[config.mk]
export PLATFORM = sky130hd
export DESIGN_NAME = key_conditioner
export DESIGN_NICKNAME = d
export VERILOG_FILES = /design/src/rtl/key_cond_pkg.sv /design/src/rtl/key_channel.sv /design/src/rtl/key_conditioner.sv
export SDC_FILE = /design/constraint.sdc
export NUM_CORES = 1
export LEC_CHECK = 0
export BUFFER_PORTS_ARGS = -buffer_cell sky130_fd_sc_hd__buf_2
export CAP_MARGIN = 20
export CORE_UTILIZATION = 55
export DETAILED_ROUTE_END_ITERATION = 16
export PLACE_DENSITY = 0.73
export SYNTH_ARGS = -nofsm -noshare
export SYNTH_HDL_FRONTEND = slang
export SYNTH_HIERARCHICAL = 1
export SYNTH_SLANG_ARGS = --single-unit
[constraint.sdc]
create_clock -name clk -period 1.7 [get_ports clk]
set_clock_uncertainty 0.05 [all_clocks]
set_input_delay 0.085 -clock clk [delete_from_list [all_inputs] [get_ports clk]]
set_output_delay 0.085 -clock clk [all_outputs]
set_load 0.01 [all_outputs]
[src/rtl/key_cond_pkg.sv]
// Shared types and widths for the push-button conditioner.
// Debounce counter covers DEBOUNCE_CYCLES up to 255; repeat counter covers REPEAT_DELAY up to 4095.
package key_cond_pkg;

    typedef enum logic [1:0] {
        IDLE,
        DEB_DN,
        HELD,
        DEB_UP
    } key_state_t;

    localparam int DEB_CNT_W = 8;
    localparam int REP_CNT_W = 12;

endpackage

[src/rtl/key_channel.sv]
// One key: 2-flop synchroniser, debounce FSM, optional hold-to-repeat (KEY_REPEAT_EN).
// Latency: DEBOUNCE_CYCLES+2 cycles from pin edge to held/press/release_pulse.
// Backpressure: none; pulses are single-cycle events that are never stalled.
module key_channel
    import key_cond_pkg::*;
#(
    parameter int DEBOUNCE_CYCLES = 32,
    parameter int REPEAT_DELAY    = 1536,
    parameter int REPEAT_PERIOD   = 384
) (
    input  logic clk,
    input  logic reset,
    input  logic key_n,
    output logic held,
    output logic press,
    output logic release_pulse
);

    localparam logic [DEB_CNT_W-1:0] DEB_ONE  = DEB_CNT_W'(1);
    localparam logic [DEB_CNT_W-1:0] DEB_LAST = DEB_CNT_W'(DEBOUNCE_CYCLES);

    if (REPEAT_PERIOD < 1 || REPEAT_PERIOD > REPEAT_DELAY ||
        REPEAT_DELAY > (2**REP_CNT_W) - 1) begin : g_bad_repeat
        $error("key_channel: REPEAT_PERIOD must be 1..REPEAT_DELAY and REPEAT_DELAY fit the repeat counter");
    end

    logic [1:0]           sync;
    logic                 pressed_s;
    key_state_t           state;
    logic [DEB_CNT_W-1:0] deb_cnt;
    logic                 deb_done;
    logic                 rep_fire;

    // Synchroniser idles at "released" so a key held through reset still debounces.
    always_ff @(posedge clk or negedge reset) begin
        if (!reset) begin
            sync <= 2'b11;
        end else begin
            sync <= {sync[0], key_n};
        end
    end

    assign pressed_s = ~sync[1];
    assign deb_done  = (deb_cnt + DEB_ONE) == DEB_LAST;

`ifdef KEY_REPEAT_EN
    localparam logic [REP_CNT_W-1:0] REP_ONE    = REP_CNT_W'(1);
    localparam logic [REP_CNT_W-1:0] REP_FIRST  = REP_CNT_W'(REPEAT_DELAY);
    localparam logic [REP_CNT_W-1:0] REP_RELOAD = REP_CNT_W'(REPEAT_DELAY - REPEAT_PERIOD);

    logic [REP_CNT_W-1:0] rep_cnt;

    assign rep_fire = (state == HELD) && pressed_s && ((rep_cnt + REP_ONE) == REP_FIRST);

    // After each repeat the counter rewinds by one period, so later pulses land every REPEAT_PERIOD.
    always_ff @(posedge clk or negedge reset) begin
        if (!reset) begin
            rep_cnt <= '0;
        end else if (state == HELD && pressed_s) begin
            rep_cnt <= rep_fire ? REP_RELOAD : rep_cnt + REP_ONE;
        end else if (state == IDLE || state == DEB_DN) begin
            rep_cnt <= '0;
        end else if (state == DEB_UP && !pressed_s && deb_done) begin
            rep_cnt <= '0;
        end
    end
`else
    assign rep_fire = 1'b0;
`endif

    always_ff @(posedge clk or negedge reset) begin
        if (!reset) begin
            state         <= IDLE;
            deb_cnt       <= '0;
            held          <= 1'b0;
            press         <= 1'b0;
            release_pulse <= 1'b0;
        end else begin
            press         <= rep_fire;
            release_pulse <= 1'b0;
            case (state)
                IDLE: begin
                    if (pressed_s) begin
                        state   <= DEB_DN;
                        deb_cnt <= DEB_ONE;
                    end
                end
                DEB_DN: begin
                    if (!pressed_s) begin
                        state   <= IDLE;
                        deb_cnt <= '0;
                    end else if (deb_done) begin
                        state   <= HELD;
                        deb_cnt <= '0;
                        held    <= 1'b1;
                        press   <= 1'b1;
                    end else begin
                        deb_cnt <= deb_cnt + DEB_ONE;
                    end
                end
                HELD: begin
                    if (!pressed_s) begin
                        state   <= DEB_UP;
                        deb_cnt <= DEB_ONE;
                    end
                end
                DEB_UP: begin
                    if (pressed_s) begin
                        state   <= HELD;
                        deb_cnt <= '0;
                    end else if (deb_done) begin
                        state         <= IDLE;
                        deb_cnt       <= '0;
                        held          <= 1'b0;
                        release_pulse <= 1'b1;
                    end else begin
                        deb_cnt <= deb_cnt + DEB_ONE;
                    end
                end
                default: begin
                    state   <= IDLE;
                    deb_cnt <= '0;
                end
            endcase
        end
    end

endmodule

[src/rtl/key_conditioner.sv]
// Debounces N_KEYS active-low push-buttons into held levels and press/release pulses; KEY_REPEAT_EN adds hold-to-repeat.
// Latency: DEBOUNCE_CYCLES+2 cycles; backpressure: none (release_pulse carries "release", a reserved word).
module key_conditioner
    import key_cond_pkg::*;
#(
    parameter int N_KEYS          = 4,
    parameter int DEBOUNCE_CYCLES = 32,
    parameter int REPEAT_DELAY    = 1536,
    parameter int REPEAT_PERIOD   = 384
) (
    input  logic              clk,
    input  logic              reset,
    input  logic [N_KEYS-1:0] keys_n,
    output logic [N_KEYS-1:0] held,
    output logic [N_KEYS-1:0] press,
    output logic [N_KEYS-1:0] release_pulse
);

    if (DEBOUNCE_CYCLES < 2 || DEBOUNCE_CYCLES > (2**DEB_CNT_W) - 1) begin : g_bad_debounce
        $error("key_conditioner: DEBOUNCE_CYCLES must be within 2..255");
    end

    for (genvar i = 0; i < N_KEYS; i++) begin : g_key
        key_channel #(
            .DEBOUNCE_CYCLES (DEBOUNCE_CYCLES),
            .REPEAT_DELAY    (REPEAT_DELAY),
            .REPEAT_PERIOD   (REPEAT_PERIOD)
        ) u_chan (
            .clk           (clk),
            .reset         (reset),
            .key_n         (keys_n[i]),
            .held          (held[i]),
            .press         (press[i]),
            .release_pulse (release_pulse[i])
        );
    end

endmodule

# After elaboration in Yosys (flattened, before gate mapping)
# Cells that the tools add are included.
[totals]
ff_bits = 60
in_bits = 6
output_inout_bits = 12
word_cells = 188
[classes]
add_sub_neg = 4
eq_ne = 48
n_mux = 92
reduce_logical = 20
[op_table]
columns = ["op", "n"]
rows = [
  ["$mux W8", 20],
  ["$pmux W8 S4", 4],
  ["$mux W2", 24],
  ["$mux W1", 36],
  ["$add A8 B1 Y8 const B", 4],
  ["$eq A8 B6 Y1 const B", 4],
  ["$ne A2 B1 Y1 const B", 16],
  ["$pmux W2 S4", 4],
  ["$reduce_and A5 Y1", 4],
  ["$eq A2 B2 Y1 const B", 8],
  ["$ne A2 B2 Y1 const B", 8],
  ["$reduce_and A4 Y1", 4],
  ["$ne A3 B1 Y1 const B", 4],
  ["$ne A3 B3 Y1 const B", 4],
  ["$eq A2 B1 Y1 const B", 4],
  ["$logic_not A2 Y1", 4],
  ["$pmux W1 S2", 4],
  ["$reduce_and A2 Y1", 4],
  ["$reduce_bool A2 Y1", 4],
]

# Longest topological paths before layout
[logic_depth]
depth_word = 5
mapped_depth = 5
depth_no_buf = 4

# Hierarchy
# The synthesis kept the hierarchy.
[by_module_without_submodules]
columns = ["module", "instances", "cells_each", "area_each_um2", "seq_area_each_um2"]
rows = [
  ["key_channel", 4, 69, 732.0, 377.9],
]

# Least setup slack after synthesis
# OpenSTA, ideal clock, no wires.
[synth_path]
path_kind = "register to register"
startpoint = "reg g_key[0].u_chan.deb_cnt[0]"
endpoint = "reg g_key[0].u_chan.held"
setup_ps = 132
arrival_ps = 1210
required_ps = 1518
setup_slack_ps = 308
stages_incl_launch_ff = 5
n_path_buf = 0
synth_period_minus_slack_ps = 1392
cell_sequence = "dfrtp_1 > ha_1 > nand4_1 > o21ai_1 > or3b_1"
[synth_via]
elab_chain_len = 4
word_cells_on_any_way = 5
cone_classes = "add/sub (1); eq/ne (3); reduce/logical (1)"
[synth_rtl]
columns = ["element", "line_no", "rtl"]
rows = [
  ["from (decl)", "key_channel.sv:30", "logic [DEB_CNT_W-1:0] deb_cnt;"],
  ["from (signal assigned)", "key_channel.sv:98", "deb_cnt <= deb_cnt + DEB_ONE;"],
  ["from (signal assigned)", "key_channel.sv:117", "deb_cnt <= deb_cnt + DEB_ONE;"],
  ["$add A8 B1 Y8 *", "key_channel.sv:44", "assign deb_done = (deb_cnt + DEB_ONE) == DEB_LAST;"],
  ["$eq A8 B6 Y1 *", "key_channel.sv:44", ""],
  ["$ne A2 B1 Y1 (no line)", "--", ""],
  ["$reduce_and A5 Y1 (no line) *", "--", ""],
  ["to (signal assigned)", "key_channel.sv:75", "held <= 1'b0;"],
  ["to (signal assigned)", "key_channel.sv:95", "held <= 1'b1;"],
  ["to (signal assigned)", "key_channel.sv:114", "held <= 1'b0;"],
  ["to (decl)", "key_channel.sv:14", "output logic held,"],
]
# Every way passes the cells marked *; elsewhere a longest branch is shown, timed or not.
# A chain may end at the register's enable or synchronous reset.

==> metrics.yaml <==
outcome: "completed"
io_pins: 18
synth_fa_ha_area_frac: 0.0171
stdcell_count: 383
dieArea_um2: 5620
antenna_found_initial: 0
antenna_cells: 0
crit_chain: "ha_1 -> nand4_1 -> a21oi_2 -> mux2i_1"
synth_top_area_share: 0.444
worst_pin_slew_ns: 0.422
finalInstanceArea_um2: 3390
path_class: "reg2reg"
grt_setup_unrepaired: "false"
critPathMaxFanout: 6
fmax_ghz: 0.638
relSlewSlack: 0.718
gp_congestion: 0.887
firstDrtPassIters: 4
routed_wl_um: 5390
critPathMaxStageDelay_ns: 0.44
crit_required_ns: 1.90
setup_ws_ns: 0.132
vdd_drop_max_mv: 0.524
syn_inst: 276
critical_path_buf_inv_count: 0
hold_violations: 0
synth_top_family_by_area: "simple AND/OR/NAND/NOR gates"
die_x_um: 75.0
ys_top_cells_by_area: "dfrtp_1 44%, dfstp_2 7.2%, xor2_1 5.7%, nand2_1 4.4%, nand3_1 3.6%"
numPortBuffers: 17
cp_data_arrival_time_ns: 1.77
ys_ff_latch: 60
syn_area_um2: 2930
cts_buffer_depth: 2
grt_pass1_vias: 1906
grt_usage: 0.218
synth_xor_area_frac: 0.0940
drv_slew: 0
setup_tns_ns: 0
cts_sinks: 60
place_area_um2: 3130
synth.avg_cell_area_um2: 10.6
hpwl_um: 3430
post-place-ws_ns: 0.140
setup_viol: 0
yosys-top-cells-count: "52 x dfrtp_1, 34 x nand2_1, 21 x nand3_1"
dp.cells: 362
yosysWarnings: 6
htreeDepth: 3
yosys_most_used_dff: "dfrtp_1"
setup.worst_path.end_class: "flop"
drive_gt1_frac: 0.220
insertion_delay_ns: 0.33
gr-total-overflow: 0
ant_nets: 0
worst_setup_path_start_kind: "flop"
wl_per_cell_um: 14.1
clk_pin_slew_ns: 0.07
final_nets: 318
post-synth-top-count-cell: "dfrtp_1"
yosysUniqueCellTypes: 38
grt_first_pass_wirelength_um: 8960
synth_mux_area_frac: 0.0291
vias: 2132
cts_root_buffer: "clkbuf_8"
hold_path.class: "in2async"
crit_slowest_cell: "dfrtp_1"
tritoncts.num_buffers: 9
leakage_nw: 1.46
async_flop_share: 1.00
ys_seq_area_frac: 0.516
fin_crit_ns: 1.57
synth_edf_count: 0
synth_largest_area_cell: "dfrtp_1"
cts_tree: "done"
crit_family: "flip-flops"
initial_core_util: 0.573
fill_cells: 401
cap_violations: 0
period_share: 0.923
drc: 0
syn_nets: 286
post-cts-setup-buffer-count: 0
placementRows: 26
die_h_um: 75.0
syn_to_final_growth_pct: 15.6
core_um2: 5110
cellPowerDensity_nw_per_um2: 886
vias_per_cell: 5.57
final_util: 0.663
synthSimpleGateAreaFrac: 0.215
first_iter_violations: 132
grt_max_degree: 61
synth_compound_area_frac: 0.112
## metrics by stage
stage               total power, mW  hold slack (ns)
floorplan                      1.64           -0.261
global placement               1.72           0.0648
detailed placement             1.72           0.0638
CTS                            3.02            0.233
global route                   3.12            0.270
finish                         3.00            0.208
## path summary, 6_finish.rpt
check | startpoint | cells after the start | end | slack [ns]
min in group clk | g_key[2].u_chan/sync[0] | 0 | g_key[2].u_chan/sync[1] | 0.30
min | reset | 3 | g_key[0].u_chan/deb_cnt[7] | 0.21
min reg2reg | g_key[2].u_chan/sync[0] | 0 | g_key[2].u_chan/sync[1] | 0.30
max in group asynchronous | reset | 3 | g_key[1].u_chan/sync[1] | 1.05
max | g_key[3].u_chan/deb_cnt[0] | 4 | flop | 0.13
max reg2reg | g_key[3].u_chan/deb_cnt[0] | 4 | flop | 0.13
## placed cells by master (no fill, tap or decap), drive strengths merged, types with 4 or more instances in the layout
cell type / count
buf: 23
clkbuf: 12
nand3: 21
and3: 9
ha: 4
nand3b: 4
dfstp: 8
or3: 4
nand2: 34
nand4: 11
xor2: 23
a21oi: 5
o21ai: 14
o22ai: 16
a21o: 4
inv: 5
dfrtp: 52
xnor2: 5
nor2: 16
mux2i: 4
nor3b: 4
nor4: 4
mux2: 4
dlygate4sd3: 5
a2bb2oi: 4
## state kept, by name, indices dropped and copies added, names as in the netlist, named ones only
name	flops
g_key.u_chan/sync	8
g_key.u_chan/deb_cnt	32
g_key.u_chan/release_pulse	4
g_key.u_chan/state	4
g_key.u_chan/press	4
g_key.u_chan/held	4
## worst min-delay path, cell delays in order
cell	delay, ns
dlygate4sd3_1	0.51
buf_2	0.12
buf_12	0.26
## cells by family (layout without fill, tap and decap cells)
kind of cell / Yosys count / in the layout
adders and majority gates: 4 / 4
AOI/OAI and AO/OA: 49 / 49
muxes: 8 / 8
xor gates and xnor gates: 28 / 28
DFF: 60 / 60
buffers and inverters: 12 / 49
and+or+nand+nor: 115 / 115
## routing by layer
metal	part of all wire	GRT usage	up-vias
met5	0	0	-
met4	0.013	0.0985	0
met3	0.039	0.0629	8
met2	0.46	0.311	45
met1	0.49	0.309	1024
li1	-	-	1055
## final cells by class
cell class,count,area [um^2],area share
Inverter,5,18.8,0.00554
Timing Repair Buffer,28,193,0.0569
Multi-Input combinational cell,204,1370,0.405
Tap cell,70,87.6,0.0259
Clock inverter,4,47.5,0.0140
Clock buffer,12,155,0.0458
Sequential cell,60,1510,0.446
## where the power goes
part           leakage (nW)  internal, mW  switching, mW
logic                 0.569        0.0721          0.107
registers             0.789          1.47         0.0497
clock network         0.102         0.752          0.544
## what timing repair did
| item | 4_1_cts | 5_1_grt |
|---|---|---|
| setup endpoints to repair | 0 | 3 |
| gates resized for setup | 0 | 2 |
| hold buffers | 5 | 0 |
| hold endpoints to repair | 64 | 0 |
No activity file was read; power rests on OpenSTA's default activity.
